$ cat config.mk
export PLATFORM = sky130hd
export DESIGN_NAME = alu_cmd_sequencer_flat
export DESIGN_NICKNAME = d
export VERILOG_FILES = /design/src/rtl/alu_cmd_sequencer_if.sv /design/src/rtl/alu_cmd_sequencer.sv /design/src/flat_wrapper.sv
export SDC_FILE = /design/constraint.sdc
export NUM_CORES = 1
export LEC_CHECK = 0
export ABC_CLOCK_PERIOD_IN_PS = 2500
export CAP_MARGIN = 20
export CORE_ASPECT_RATIO = 1.25
export CORE_MARGIN = 4
export CORE_UTILIZATION = 46
export CTS_BUF_LIST = sky130_fd_sc_hd__clkbuf_16
export DETAILED_ROUTE_END_ITERATION = 16
export PLACE_DENSITY = 0.84
export SYNTH_ARGS = -nofsm -noshare
export SYNTH_HDL_FRONTEND = slang
export SYNTH_SLANG_ARGS = --single-unit
export TNS_END_PERCENT = 10
$ cat constraint.sdc
create_clock -name clk -period 2.5 [get_ports clk]
set_input_delay 0.625 -clock clk [delete_from_list [all_inputs] [get_ports clk]]
set_output_delay 0.625 -clock clk [all_outputs]
set_load 0.05 [all_outputs]
$ cat src/rtl/alu_cmd_sequencer_if.sv
// alu_cmd_sequencer_if: command, ALU and response bundle between host, sequencer and ALU
interface alu_cmd_sequencer_if #(parameter int WIDTH = 8);
  logic             cmd_valid;
  logic             cmd_ready;
  logic [2:0]       cmd_sel;
  logic [WIDTH-1:0] cmd_a;
  logic [WIDTH-1:0] cmd_b;
  logic             cmd_use_acc;
  logic             cmd_wr_acc;
  logic [WIDTH-1:0] alu_a;
  logic [WIDTH-1:0] alu_b;
  logic [2:0]       alu_sel;
  logic [WIDTH-1:0] alu_result;
  logic             alu_carry;
  logic             rsp_valid;
  logic             rsp_ready;
  logic [WIDTH-1:0] rsp_data;
  logic             rsp_carry;
  logic             rsp_zero;
  logic             rsp_err;
  logic [WIDTH-1:0] acc;
  logic [15:0]      op_count;
  modport master (
    input  cmd_valid, cmd_sel, cmd_a, cmd_b, cmd_use_acc, cmd_wr_acc, alu_result, alu_carry, rsp_ready,
    output cmd_ready, alu_a, alu_b, alu_sel, rsp_valid, rsp_data, rsp_carry, rsp_zero, rsp_err, acc, op_count
  );
  modport slave (
    output cmd_valid, cmd_sel, cmd_a, cmd_b, cmd_use_acc, cmd_wr_acc, alu_result, alu_carry, rsp_ready,
    input  cmd_ready, alu_a, alu_b, alu_sel, rsp_valid, rsp_data, rsp_carry, rsp_zero, rsp_err, acc, op_count
  );
endinterface

$ cat src/rtl/alu_cmd_sequencer.sv
// alu_cmd_sequencer: valid/ready command sequencer driving a combinational ALU with an accumulator
module alu_cmd_sequencer #(parameter int WIDTH = 8) (
  input logic clk,
  input logic rst,
  alu_cmd_sequencer_if.master b
);
  typedef enum logic [1:0] {IDLE, EXEC, RESP} state_t;
  state_t r_state, w_next;
  logic w_legal, w_accept, r_wr_acc, r_carry, r_zero, r_err;
  logic [WIDTH-1:0] r_alu_a, r_alu_b, r_acc, r_data;
  logic [2:0] r_sel;
  logic [15:0] r_cnt;
  assign w_legal = !(b.cmd_sel[2] && b.cmd_sel[1]);
  always_comb begin
    w_accept = r_state == IDLE && b.cmd_valid;
    w_next = r_state;
    if (w_accept) w_next = w_legal ? EXEC : RESP;
    else if (r_state == EXEC) w_next = RESP;
    else if (r_state == RESP && b.rsp_ready) w_next = IDLE;
  end
  always_ff @(posedge clk) begin
    if (rst) begin
      r_state <= IDLE;
      r_alu_a <= '0;
      r_alu_b <= '0;
      r_sel <= '0;
      r_acc <= '0;
      r_data <= '0;
      r_carry <= 1'b0;
      r_zero <= 1'b0;
      r_err <= 1'b0;
      r_cnt <= '0;
      r_wr_acc <= 1'b0;
    end else begin
      r_state <= w_next;
      if (w_accept && w_legal) begin
        r_alu_a <= b.cmd_use_acc ? r_acc : b.cmd_a;
        r_alu_b <= b.cmd_b;
        r_sel <= b.cmd_sel;
        r_wr_acc <= b.cmd_wr_acc;
      end
      if (w_accept && !w_legal) begin
        r_data <= '0;
        r_carry <= 1'b0;
        r_zero <= 1'b0;
        r_err <= 1'b1;
      end
      if (r_state == EXEC) begin
        r_data <= b.alu_result;
        r_carry <= b.alu_carry;
        r_zero <= b.alu_result == '0;
        r_err <= 1'b0;
        r_cnt <= r_cnt + 16'd1;
        if (r_wr_acc) r_acc <= b.alu_result;
      end
    end
  end
  assign b.cmd_ready = r_state == IDLE;
  assign b.rsp_valid = r_state == RESP;
  assign b.alu_a = r_alu_a;
  assign b.alu_b = r_alu_b;
  assign b.alu_sel = r_sel;
  assign b.rsp_data = r_data;
  assign b.rsp_carry = r_carry;
  assign b.rsp_zero = r_zero;
  assign b.rsp_err = r_err;
  assign b.acc = r_acc;
  assign b.op_count = r_cnt;
endmodule

$ cat src/flat_wrapper.sv
// flat-port wrapper written by rule: the top's interface ports become plain ports
module alu_cmd_sequencer_flat 
#(parameter int WIDTH = 8)
  (clk, rst, b_cmd_valid, b_cmd_sel, b_cmd_a, b_cmd_b, b_cmd_use_acc, b_cmd_wr_acc, b_alu_result, b_alu_carry, b_rsp_ready, b_cmd_ready, b_alu_a, b_alu_b, b_alu_sel, b_rsp_valid, b_rsp_data, b_rsp_carry, b_rsp_zero, b_rsp_err, b_acc, b_op_count);
  alu_cmd_sequencer_if #(.WIDTH(WIDTH)) b_i ();
  input logic clk;
  input logic rst;
  input wire logic [$bits(b_i.cmd_valid)-1:0] b_cmd_valid;
  input wire logic [$bits(b_i.cmd_sel)-1:0] b_cmd_sel;
  input wire logic [$bits(b_i.cmd_a)-1:0] b_cmd_a;
  input wire logic [$bits(b_i.cmd_b)-1:0] b_cmd_b;
  input wire logic [$bits(b_i.cmd_use_acc)-1:0] b_cmd_use_acc;
  input wire logic [$bits(b_i.cmd_wr_acc)-1:0] b_cmd_wr_acc;
  input wire logic [$bits(b_i.alu_result)-1:0] b_alu_result;
  input wire logic [$bits(b_i.alu_carry)-1:0] b_alu_carry;
  input wire logic [$bits(b_i.rsp_ready)-1:0] b_rsp_ready;
  output wire logic [$bits(b_i.cmd_ready)-1:0] b_cmd_ready;
  output wire logic [$bits(b_i.alu_a)-1:0] b_alu_a;
  output wire logic [$bits(b_i.alu_b)-1:0] b_alu_b;
  output wire logic [$bits(b_i.alu_sel)-1:0] b_alu_sel;
  output wire logic [$bits(b_i.rsp_valid)-1:0] b_rsp_valid;
  output wire logic [$bits(b_i.rsp_data)-1:0] b_rsp_data;
  output wire logic [$bits(b_i.rsp_carry)-1:0] b_rsp_carry;
  output wire logic [$bits(b_i.rsp_zero)-1:0] b_rsp_zero;
  output wire logic [$bits(b_i.rsp_err)-1:0] b_rsp_err;
  output wire logic [$bits(b_i.acc)-1:0] b_acc;
  output wire logic [$bits(b_i.op_count)-1:0] b_op_count;
  assign b_i.cmd_valid = b_cmd_valid;
  assign b_i.cmd_sel = b_cmd_sel;
  assign b_i.cmd_a = b_cmd_a;
  assign b_i.cmd_b = b_cmd_b;
  assign b_i.cmd_use_acc = b_cmd_use_acc;
  assign b_i.cmd_wr_acc = b_cmd_wr_acc;
  assign b_i.alu_result = b_alu_result;
  assign b_i.alu_carry = b_alu_carry;
  assign b_i.rsp_ready = b_rsp_ready;
  assign b_cmd_ready = b_i.cmd_ready;
  assign b_alu_a = b_i.alu_a;
  assign b_alu_b = b_i.alu_b;
  assign b_alu_sel = b_i.alu_sel;
  assign b_rsp_valid = b_i.rsp_valid;
  assign b_rsp_data = b_i.rsp_data;
  assign b_rsp_carry = b_i.rsp_carry;
  assign b_rsp_zero = b_i.rsp_zero;
  assign b_rsp_err = b_i.rsp_err;
  assign b_acc = b_i.acc;
  assign b_op_count = b_i.op_count;
  alu_cmd_sequencer #(.WIDTH(WIDTH)) u_core (.clk(clk), .rst(rst), .b(b_i));
endmodule
## After elaboration in Yosys (flattened, before gate mapping)

Cells that the tools add are included.

- Register bits: 57
- Input bits: 34
- Output and inout bits: 56
- Logic and storage cells: 36

- $add $sub $neg: 1
- Equal/unequal tests: 2
- Multiplexer cells: 10
- Reductions and logical operators: 12

Operators with widths:

| kind | number |
|---|---|
| $mux 8 | 3 |
| $add 16x1->16 const B | 1 |
| $logic_not 8->1 | 1 |
| $mux 2 | 4 |
| $logic_and 1x1->1 | 5 |
| $mux 1 | 3 |
| $reduce_bool 3->1 | 1 |
| $eq 2x1->1 const B | 1 |
| $eq 2x2->1 const B | 1 |
| $logic_not 2->1 | 1 |
| $reduce_and 2->1 | 1 |
| $reduce_bool 2->1 | 1 |
| $reduce_or 2->1 | 1 |
| $logic_not 1->1 | 1 |

## Logic depth before layout (Yosys ltp)

Gate-level depths: netlist of the first run.

- Depth in word-level cells: 5
- Mapped depth: 6
- Mapped depth without buffers: 5

## Worst setup path after synthesis of the first run

No wires, ideal clock.

- Path kind: reg-to-reg
- Start: reg u_core.r_cnt[3] (netlist: u_core.b.op_count[3])
- End: reg u_core.r_cnt[15] (netlist: u_core.b.op_count[15])
- Library setup time: 0.069 ns
- Arrival time: 1.732 ns
- Required time: 2.431 ns
- Slack: 0.699 ns
- Cell stages (with the launch flop): 6
- Path buffers: 1
- Clock period less this slack: 1.801 ns
- Cell sequence: dfxtp_1 and4_1 buf_2 nand3_4 or4_1 o21ai_1

- Word-level cells in the longest chain between the ends: 1

Ends and longest elaborated chain:

| element | RTL line | text |
|---|---|---|
| start: declaration | alu_cmd_sequencer.sv:12 | `logic [15:0] r_cnt;` |
| start signal: assignment | alu_cmd_sequencer.sv:53 | `r_cnt <= r_cnt + 16'd1;` |
| $add 16x1->16 | alu_cmd_sequencer.sv:53 |  |

No other way between the ends.
A chain may end at the register's enable or synchronous reset.

## Worst setup path in the final report of the first run

- Start: reg u_core.r_state[1]
- End: out b_rsp_valid

- Word-level cells in the longest chain between the ends: 1

Ends and longest elaborated chain:

| element | RTL line | text |
|---|---|---|
| start: declaration | alu_cmd_sequencer.sv:8 | `state_t r_state, w_next;` |
| start signal: assignment | alu_cmd_sequencer.sv:35 | `r_state <= w_next;` |
| $eq 2x2->1 | alu_cmd_sequencer.sv:59 | `assign b.rsp_valid = r_state == RESP;` |
| end: declaration | flat_wrapper.sv:21 | `output wire logic [$bits(b_i.rsp_valid)-1:0] b_rsp_valid;` |

No other way between the ends.

==> flow_summary.json, run 1 <==
{
  "slowest_delay_ps": 790,
  "die_h_um": 86.6,
  "clk_pin_slew_ps": 50,
  "tightest_slew_ps": 895,
  "antenna_left": 0,
  "drt_first_pass_iters": 6,
  "yosysSeqAreaShare": 0.501,
  "start_util": 0.478,
  "start_kind": "flip-flop",
  "h-tree-depth": 3,
  "cp_max_fo": 9,
  "synth_warnings": 0,
  "holdCritStartpoint": "u_core.b.alu_b[5]",
  "dr_total_vias": 2122,
  "syn_avg_cell_area_um2": 8.93,
  "drive_gt1_frac": 0.0865,
  "antenna_found_initial": 0,
  "fin_setup_tns_ps": 0,
  "path_cells": "and2b_2, clkdlybuf4s50_1",
  "drt-wirelength-per-cell_um": 14.7,
  "hold_buffers": 0,
  "crit_type": "flip-flop to primary output",
  "ys_types": 39,
  "cts_tree": "yes",
  "cp_top_family": "buffers and inverters",
  "cts_setup_buffers": 0,
  "cap_violations": 0,
  "grt_pass1_wl_um": 9790,
  "synth_edf_count": 0,
  "grt_usage": 0.202,
  "hold_class": "flip-flop to flip-flop",
  "cts.path.max_buffers": 2,
  "ir_drop_mv": 0.526,
  "wirelength_um": 5970,
  "r2r_cells": 5,
  "routabilityCongestion": 0.763,
  "syn_inst": 255,
  "synth_top_flop_cell": "dfxtp_1",
  "remaining_drc_errors": 0,
  "rr_endpoint": "u_core.b.acc[6]",
  "cp-end-kind": "primary output",
  "row_count": 28,
  "synth_area_leaders": "dfxtp_1 (50%), nor2_1 (6.6%), nand2_1 (5.6%)",
  "hold-path-cell-count": 2,
  "setup_violations": 0,
  "rsz0062_at_grt": "false",
  "p_leak_nw": 1.30,
  "die_x_um": 70.9,
  "dp_hpwl_um": 4230,
  "clock-sinks": 57,
  "area_growth_syn_to_layout_pct": 54.6,
  "yosys-top-cells-count": "dfxtp_1 (57), nor2_1 (40), nand2_1 (34), a21oi_1 (21)",
  "grt_pass1_vias": 2093,
  "synth.net_count": 290,
  "ys_ff_latch": 57,
  "port_buffers": 89,
  "hold_viol_final": 0,
  "fmaxAchievable_mhz": 413,
  "first_iter_violations": 122,
  "finalCritPeriodShare": 0.969,
  "layout.nets": 377,
  "crit_required_ps": 1880,
  "r2r_start": "u_core.r_state[0]",
  "slowest_stage": "clkdlybuf4s50_1",
  "placed_cell_area_um2": 3180,
  "netlist.area_leader.share": 0.501,
  "mappedNetlistArea_um2": 2280,
  "powerDensity_nw_per_um2": 784,
  "cts_root_buffer": "clkbuf_16",
  "diodes": 0,
  "fin_area_um2": 3520,
  "grt_max_degree": 50,
  "status": "complete, no violations",
  "slew_viol_final": 0,
  "async_reset_ff_frac": 0,
  "design.core.area_um2": 4760,
  "fin_skew_ps": 5.87,
  "crit_arrival_ps": 1800,
  "worst-path-buf-inv": 1,
  "overflow": 0,
  "ioPinCount": 90,
  "avgViaCountPerCell": 5.21,
  "cts.repair.resized": 0,
  "holdPathEnd": "u_core.b.alu_b[5]",
  "yosysMostFrequentCell": "dfxtp_1",
  "holdWs_ps": 456,
  "numCtsBuffers": 9,
  "rrSetupSlack_ps": 780,
  "finalCriticalPeriod_ps": 2420,
  "clkLatencyLatePin_ps": 320,
  "die_area_um2": 6140,
  "synth.largest_area_cell": "dfxtp_1",
  "max-slew-margin-rel": 0.404
}
## worst max-delay path by stage
stage	cells after the start	start	endpoint
after CTS	2	u_core.r_state[1]	b_rsp_valid
final	2	u_core.r_state[1]	b_rsp_valid
after global routing	2	u_core.r_state[1]	b_rsp_valid
after detailed placement	6	b_cmd_valid	u_core.b.alu_a[2]
after floorplan	5	u_core.b.op_count[3]	u_core.b.op_count[15]
after global placement	6	b_cmd_valid	u_core.b.alu_a[0]
## worst min-delay path, cell delays in order, from the launching register on
cell	delay (ps)
dfxtp_1	300
nand2_1	50
a21oi_1	50
## placed cells by master (no fill, tap or decap), types with 2 or more instances in the layout
master            n
bufinv_16         3
nand2_1          34
nor3_1            2
nor2_1           40
nor2_2            2
dfxtp_1          57
a21oi_1          21
a22oi_1           9
a211oi_2          2
mux2i_1           9
xor2_1           12
and4_1            2
and3_1            2
clkdlybuf4s50_1  88
nand3_1          12
nor4_1            2
clkbuf_16         9
inv_1             2
a211oi_1          6
nand4_1           7
buf_4             4
a31oi_1           2
## per-stage QoR
| stage | setup slack [ps] | instances | total power (W) | utilization |
|---|---|---|---|---|
| floorplan | 699 | 255 | 0.00125 | - |
| global placement | 253 | 391 | 0.00140 | 0.668 |
| detailed placement | 199 | 391 | 0.00141 | 0.668 |
| CTS | 63.9 | 407 | 0.00278 | 0.739 |
| global route | 11.2 | 407 | 0.00286 | 0.739 |
| finish | 76.6 | 407 | 0.00276 | 0.739 |
## registers in the layout, indices dropped and copies added, names as in the netlist
register,count
u_core.b.op_count,16
u_core.b.acc,8
u_core.b.alu_a,8
u_core.b.alu_b,8
u_core.b.rsp_data,8
u_core.b.alu_sel,3
u_core.r_state,2
u_core.b.rsp_carry,1
u_core.b.rsp_err,1
u_core.b.rsp_zero,1
u_core.r_wr_acc,1
## routing by layer
metal,vias to the layer above,global-route usage,share of wire
met1,979,0.235,0.41
met2,71,0.330,0.51
li1,1057,-,-
met4,0,0.0889,0.022
met5,-,0,0
met3,15,0.0754,0.060
## logic make-up after synthesis
group,after synthesis,share of synthesized area
simple gates,113,0.235
flops,57,0.501
compound gates,45,0.131
buf+inv,17,0.0379
xor+xnor,13,0.0500
mux,9,0.0396
fa+ha+maj,1,0.00550
## layout make-up
class                   count  area [µm²]
fillers                   361        1240
flip-flops and latches     57        1140
multi-input cells         181        1050
repair buffers             93         916
clock buffers               9         225
clock inverters             7         111
well taps                  60        75.1
## report_power, final
part | switching [W] | total [W] | internal (W) | leakage [nW]
combinational | 0.000252 | 0.000413 | 0.000161 | 0.660
sequential | 0.0000289 | 0.000978 | 0.000949 | 0.463
clock | 0.000404 | 0.00137 | 0.000964 | 0.172
total | 0.000685 | 0.00276 | 0.00207 | 1.30
No activity file was read; power rests on OpenSTA's default activity.
==> inputs of run 2 (changes only) <==
- ABC_CLOCK_PERIOD_IN_PS: 2500 -> 3040
- clock period: 2.5 -> 3.04 ns (I/O delays scaled with it)
==> flow_summary.json, run 2 (synthesized netlist as in run 1, its figures left out) <==
{
  "die_area_um2": 6140,
  "layout.nets": 374,
  "cts_root_buffer": "clkbuf_16",
  "design.core.area_um2": 4760,
  "largest_register_ffs": 16,
  "cp-end-kind": "primary output",
  "cts.repair.resized": 0,
  "setup_violations": 0,
  "tightest_slew_ps": 1030,
  "port_buffers": 89,
  "remaining_drc_errors": 0,
  "fin_setup_tns_ps": 0,
  "dr_total_vias": 2122,
  "row_count": 28,
  "hold_buffers": 0,
  "grt_usage": 0.199,
  "use_met2": 0.329,
  "cp_max_fo": 9,
  "max-slew-margin-rel": 0.316,
  "overflow": 0,
  "powerDensity_nw_per_um2": 601,
  "ioPinCount": 90,
  "diodes": 0,
  "hold_class": "flip-flop to flip-flop",
  "h-tree-depth": 3,
  "crit_arrival_ps": 1820,
  "layout_common_cells": "clkdlybuf4s50_1 (88), dfxtp_1 (57), nor2_1 (40), nand2_1 (34), a21oi_1 (21)",
  "ir_drop_mv": 0.463,
  "setup.worst_path.start": "u_core.r_state[1]",
  "die_h_um": 86.6,
  "clkLatencyLatePin_ps": 320,
  "dp_hpwl_um": 4180,
  "clock-sinks": 57,
  "grt_pass1_vias": 2118,
  "clk_pin_slew_ps": 50,
  "start_util": 0.478,
  "wirelength_um": 6040,
  "cts_setup_buffers": 0,
  "routabilityCongestion": 0.806,
  "crit_required_ps": 2280,
  "gr-usage-met3": 0.0383,
  "drive_gt1_frac": 0.0698,
  "start_kind": "flip-flop",
  "slew_viol_final": 0,
  "drt-wirelength-per-cell_um": 14.9,
  "holdCritStartpoint": "u_core.b.alu_b[3]",
  "die_x_um": 70.9,
  "busiest_layer": "met2",
  "p_total_w": 0.00207,
  "drt_first_pass_iters": 4,
  "numCtsBuffers": 9,
  "cts_tree": "yes",
  "cts.path.max_buffers": 2,
  "finalCriticalPeriod_ps": 2580,
  "p_leak_nw": 1.25,
  "antenna_found_initial": 0,
  "crit_type": "flip-flop to primary output",
  "avgViaCountPerCell": 5.25,
  "fin_skew_ps": 5.88,
  "use_met1": 0.240,
  "antenna_left": 0,
  "status": "complete, no violations",
  "first_iter_violations": 113,
  "rsz0062_at_grt": "false",
  "area_growth_syn_to_layout_pct": 51.1,
  "final_common_cell": "clkdlybuf4s50_1",
  "fmaxAchievable_mhz": 387,
  "r2r_start": "u_core.r_state[1]",
  "hold_viol_final": 0,
  "grt_max_degree": 59,
  "cap_violations": 0,
  "finalCritPeriodShare": 0.850,
  "grt_pass1_wl_um": 9680
}
-- run 2: path summary, 6_finish.rpt --
| check | end | slack [ps] | depth (start not counted) |
|---|---|---|---|
| max | b_rsp_valid | 460 | 2 |
| min reg2reg | u_core.b.alu_b[3] | 460 | 2 |
| min | u_core.b.alu_b[3] | 460 | 2 |
| max reg2reg | u_core.b.alu_a[2] | 1220 | 4 |
-- run 2: stage by stage --
stage | hold WS (ps) | instances | cell area (µm²) | utilization | worst slack, ps
floorplan | 499 | 255 | 2280 | - | 1220
global placement | 442 | 388 | 3160 | 0.663 | 434
detailed placement | 446 | 388 | 3160 | 0.663 | 339
CTS | 459 | 404 | 3440 | 0.722 | 452
global route | 474 | 404 | 3440 | 0.722 | 388
finish | 457 | 404 | 3440 | 0.722 | 456
-- run 2: critical path, stage by stage, from the launching register on --
cell	delay, ps
dfxtp_1	510
and2b_2	200
clkdlybuf4s50_1	790
-- run 2: layout make-up --
cell class	instances	area, µm²
Clock buffer	9	225
Clock inverter	7	53.8
Fill cell	379	1330
Multi-Input combinational cell	181	1050
Sequential cell	57	1140
Tap cell	60	75.1
Timing Repair Buffer	90	893
-- run 2: report_power, final --
group / internal [W] / switching [W]
logic: 0.000128 / 0.000208
registers: 0.000781 / 0.0000249
clock network: 0.000615 / 0.000310
-- run 2: routing by layer --
layer / part of all wire / wire, µm
met2: 0.49 / 2970
met3: 0.061 / 370
met1: 0.42 / 2540
met5: 0 / 0
met4: 0.026 / 159
==> inputs of run 3 (changes only) <==
- ABC_CLOCK_PERIOD_IN_PS: 3040 -> 2200
- CORE_UTILIZATION: 46 -> 39
- PLACE_DENSITY: 0.84 -> 0.76
- clock period: 3.04 -> 2.2 ns (I/O delays scaled with it)
==> flow_summary.json, run 3 (synthesized netlist as in run 1, its figures left out) <==
{
  "dr_total_vias": 2101,
  "cts.path.max_buffers": 2,
  "first_iter_violations": 64,
  "r2r_start": "u_core.r_state[0]",
  "cts_setup_buffers": 0,
  "area_growth_syn_to_layout_pct": 54.8,
  "slowest_delay_ps": 850,
  "finalCritPeriodShare": 0.973,
  "wirelength_um": 5890,
  "worst-path-buf-inv": 1,
  "rr_endpoint": "u_core.b.acc[5]",
  "cp-end-kind": "primary output",
  "multiInputGateArea_um2": 1050,
  "grt_usage": 0.167,
  "cts.repair.resized": 0,
  "ir_drop_mv": 0.858,
  "antenna_found_initial": 0,
  "p_leak_nw": 1.30,
  "drive_gt1_frac": 0.0974,
  "largest_register_ffs": 16,
  "dp_hpwl_um": 4210,
  "holdPathEnd": "u_core.b.alu_b[3]",
  "slowest_stage": "clkdlybuf4s50_1",
  "crit_arrival_ps": 1590,
  "antenna_left": 0,
  "clkLatencyLatePin_ps": 320,
  "cp_max_fo": 6,
  "start_kind": "flip-flop",
  "design.core.area_um2": 5560,
  "finalCriticalPeriod_ps": 2140,
  "crit_type": "flip-flop to primary output",
  "cap_violations": 0,
  "cts_tree": "yes",
  "fin_skew_ps": 6.54,
  "max-slew-margin-rel": 0.619,
  "overflow": 0,
  "port_buffers": 89,
  "fin_ws_ps": 59.9,
  "diodes": 0,
  "drt_first_pass_iters": 4,
  "status": "complete, no violations",
  "die_h_um": 93.4,
  "drt-wirelength-per-cell_um": 14.2,
  "clk_pin_slew_ps": 50,
  "slew_viol_final": 0,
  "fillers": 497,
  "rrSetupSlack_ps": 600,
  "rsz0062_at_grt": "false",
  "grt_max_degree": 34,
  "routabilityCongestion": 0.780,
  "pwr-share-comb": 0.157,
  "crit_required_ps": 1650,
  "grt_pass1_vias": 1963,
  "cts_root_buffer": "clkbuf_16",
  "holdCritStartpoint": "u_core.b.alu_b[3]",
  "cp_top_family": "buffers and inverters",
  "remaining_drc_errors": 0,
  "setup_violations": 0,
  "numCtsBuffers": 9,
  "switching_power_w": 0.000768,
  "tightest_slew_ps": 571,
  "final_common_cell": "clkdlybuf4s50_1",
  "seq_power_share": 0.369,
  "internal-power_w": 0.00224,
  "grt_pass1_wl_um": 9470,
  "avgViaCountPerCell": 5.09,
  "powerDensity_nw_per_um2": 855,
  "hold-path-cell-count": 2,
  "clock-sinks": 57,
  "row_count": 30,
  "path_cells": "clkdlybuf4s50_1",
  "fmaxAchievable_mhz": 467,
  "r2r_cells": 5,
  "regArea_um2": 1140,
  "start_util": 0.410,
  "die_area_um2": 7130,
  "switching_share": 0.255,
  "pre_cts_ws_ps": 16.2,
  "h-tree-depth": 3,
  "layout_common_cells": "clkdlybuf4s50_1 (86), dfxtp_1 (57), nor2_1 (40), nand2_1 (34), a21oi_1 (21)",
  "p_clk_frac": 0.474,
  "fin_setup_tns_ps": 0,
  "die_x_um": 76.3,
  "hold_viol_final": 0,
  "hold_class": "flip-flop to flip-flop",
  "hold_buffers": 0,
  "ioPinCount": 90,
  "layout.nets": 379
}
[run 3: cell count changes in the layout (fill, tap and decap cells not counted)]
| cell | change |
|---|---|
| clkdlybuf4s50_1 | -2 |
| inv_1 | -1 |
| buf_12 | +1 |
| clkinv_4 | +1 |
| bufinv_16 | +1 |
| buf_4 | +6 |
| clkinv_2 | +1 |
| clkinv_1 | -2 |
[run 3: final cells by class]
class	instances	share of cell area
clock buffer	9	0.0639
clock inverter	7	0.0245
multi-input combinational	181	0.298
sequential	57	0.324
tap	64	0.0227
timing repair buffer	95	0.266
[run 3: worst max path at each step]
stage	slack, ps	endpoint	from	cells past startpoint
floorplan	400	u_core.b.op_count[15]	u_core.b.op_count[3]	5
global placement	110	u_core.b.alu_a[0]	b_cmd_valid	6
detailed placement	20	u_core.b.alu_a[7]	b_cmd_valid	6
CTS	50	b_op_count[3]	u_core.b.op_count[3]	1
global route	20	b_op_count[3]	u_core.b.op_count[3]	1
finish	60	b_op_count[3]	u_core.b.op_count[3]	1
[run 3: per-layer routing]
layer | up-vias | global-route usage | routed length, µm | part of all wire
met5 | - | 0 | 0 | 0
met4 | 0 | 0.0952 | 98 | 0.017
met3 | 7 | 0.0356 | 282 | 0.048
met2 | 53 | 0.276 | 2900 | 0.49
met1 | 975 | 0.201 | 2600 | 0.44
li1 | 1066 | - | - | -
[run 3: power groups by stage]
stage                     logic [W]  clock network [W]  registers [W]
after floorplan            0.000161                  0        0.00126
after global placement     0.000469                  0        0.00113
after detailed placement   0.000475                  0        0.00113
after CTS                  0.000478            0.00146        0.00111
after global routing       0.000504            0.00150        0.00112
final                      0.000474            0.00143        0.00111
[run 3: through the flow]
stage / util / total power (W) / std cells / cell area (µm²) / hold WS [ps]
global route: 0.634 / 0.00312 / 413 / 3520 / 465
floorplan: - / 0.00142 / 255 / 2280 / 499
global placement: 0.578 / 0.00160 / 397 / 3210 / 442
detailed placement: 0.578 / 0.00161 / 397 / 3210 / 447
CTS: 0.634 / 0.00304 / 413 / 3520 / 454
finish: 0.634 / 0.00301 / 413 / 3520 / 452
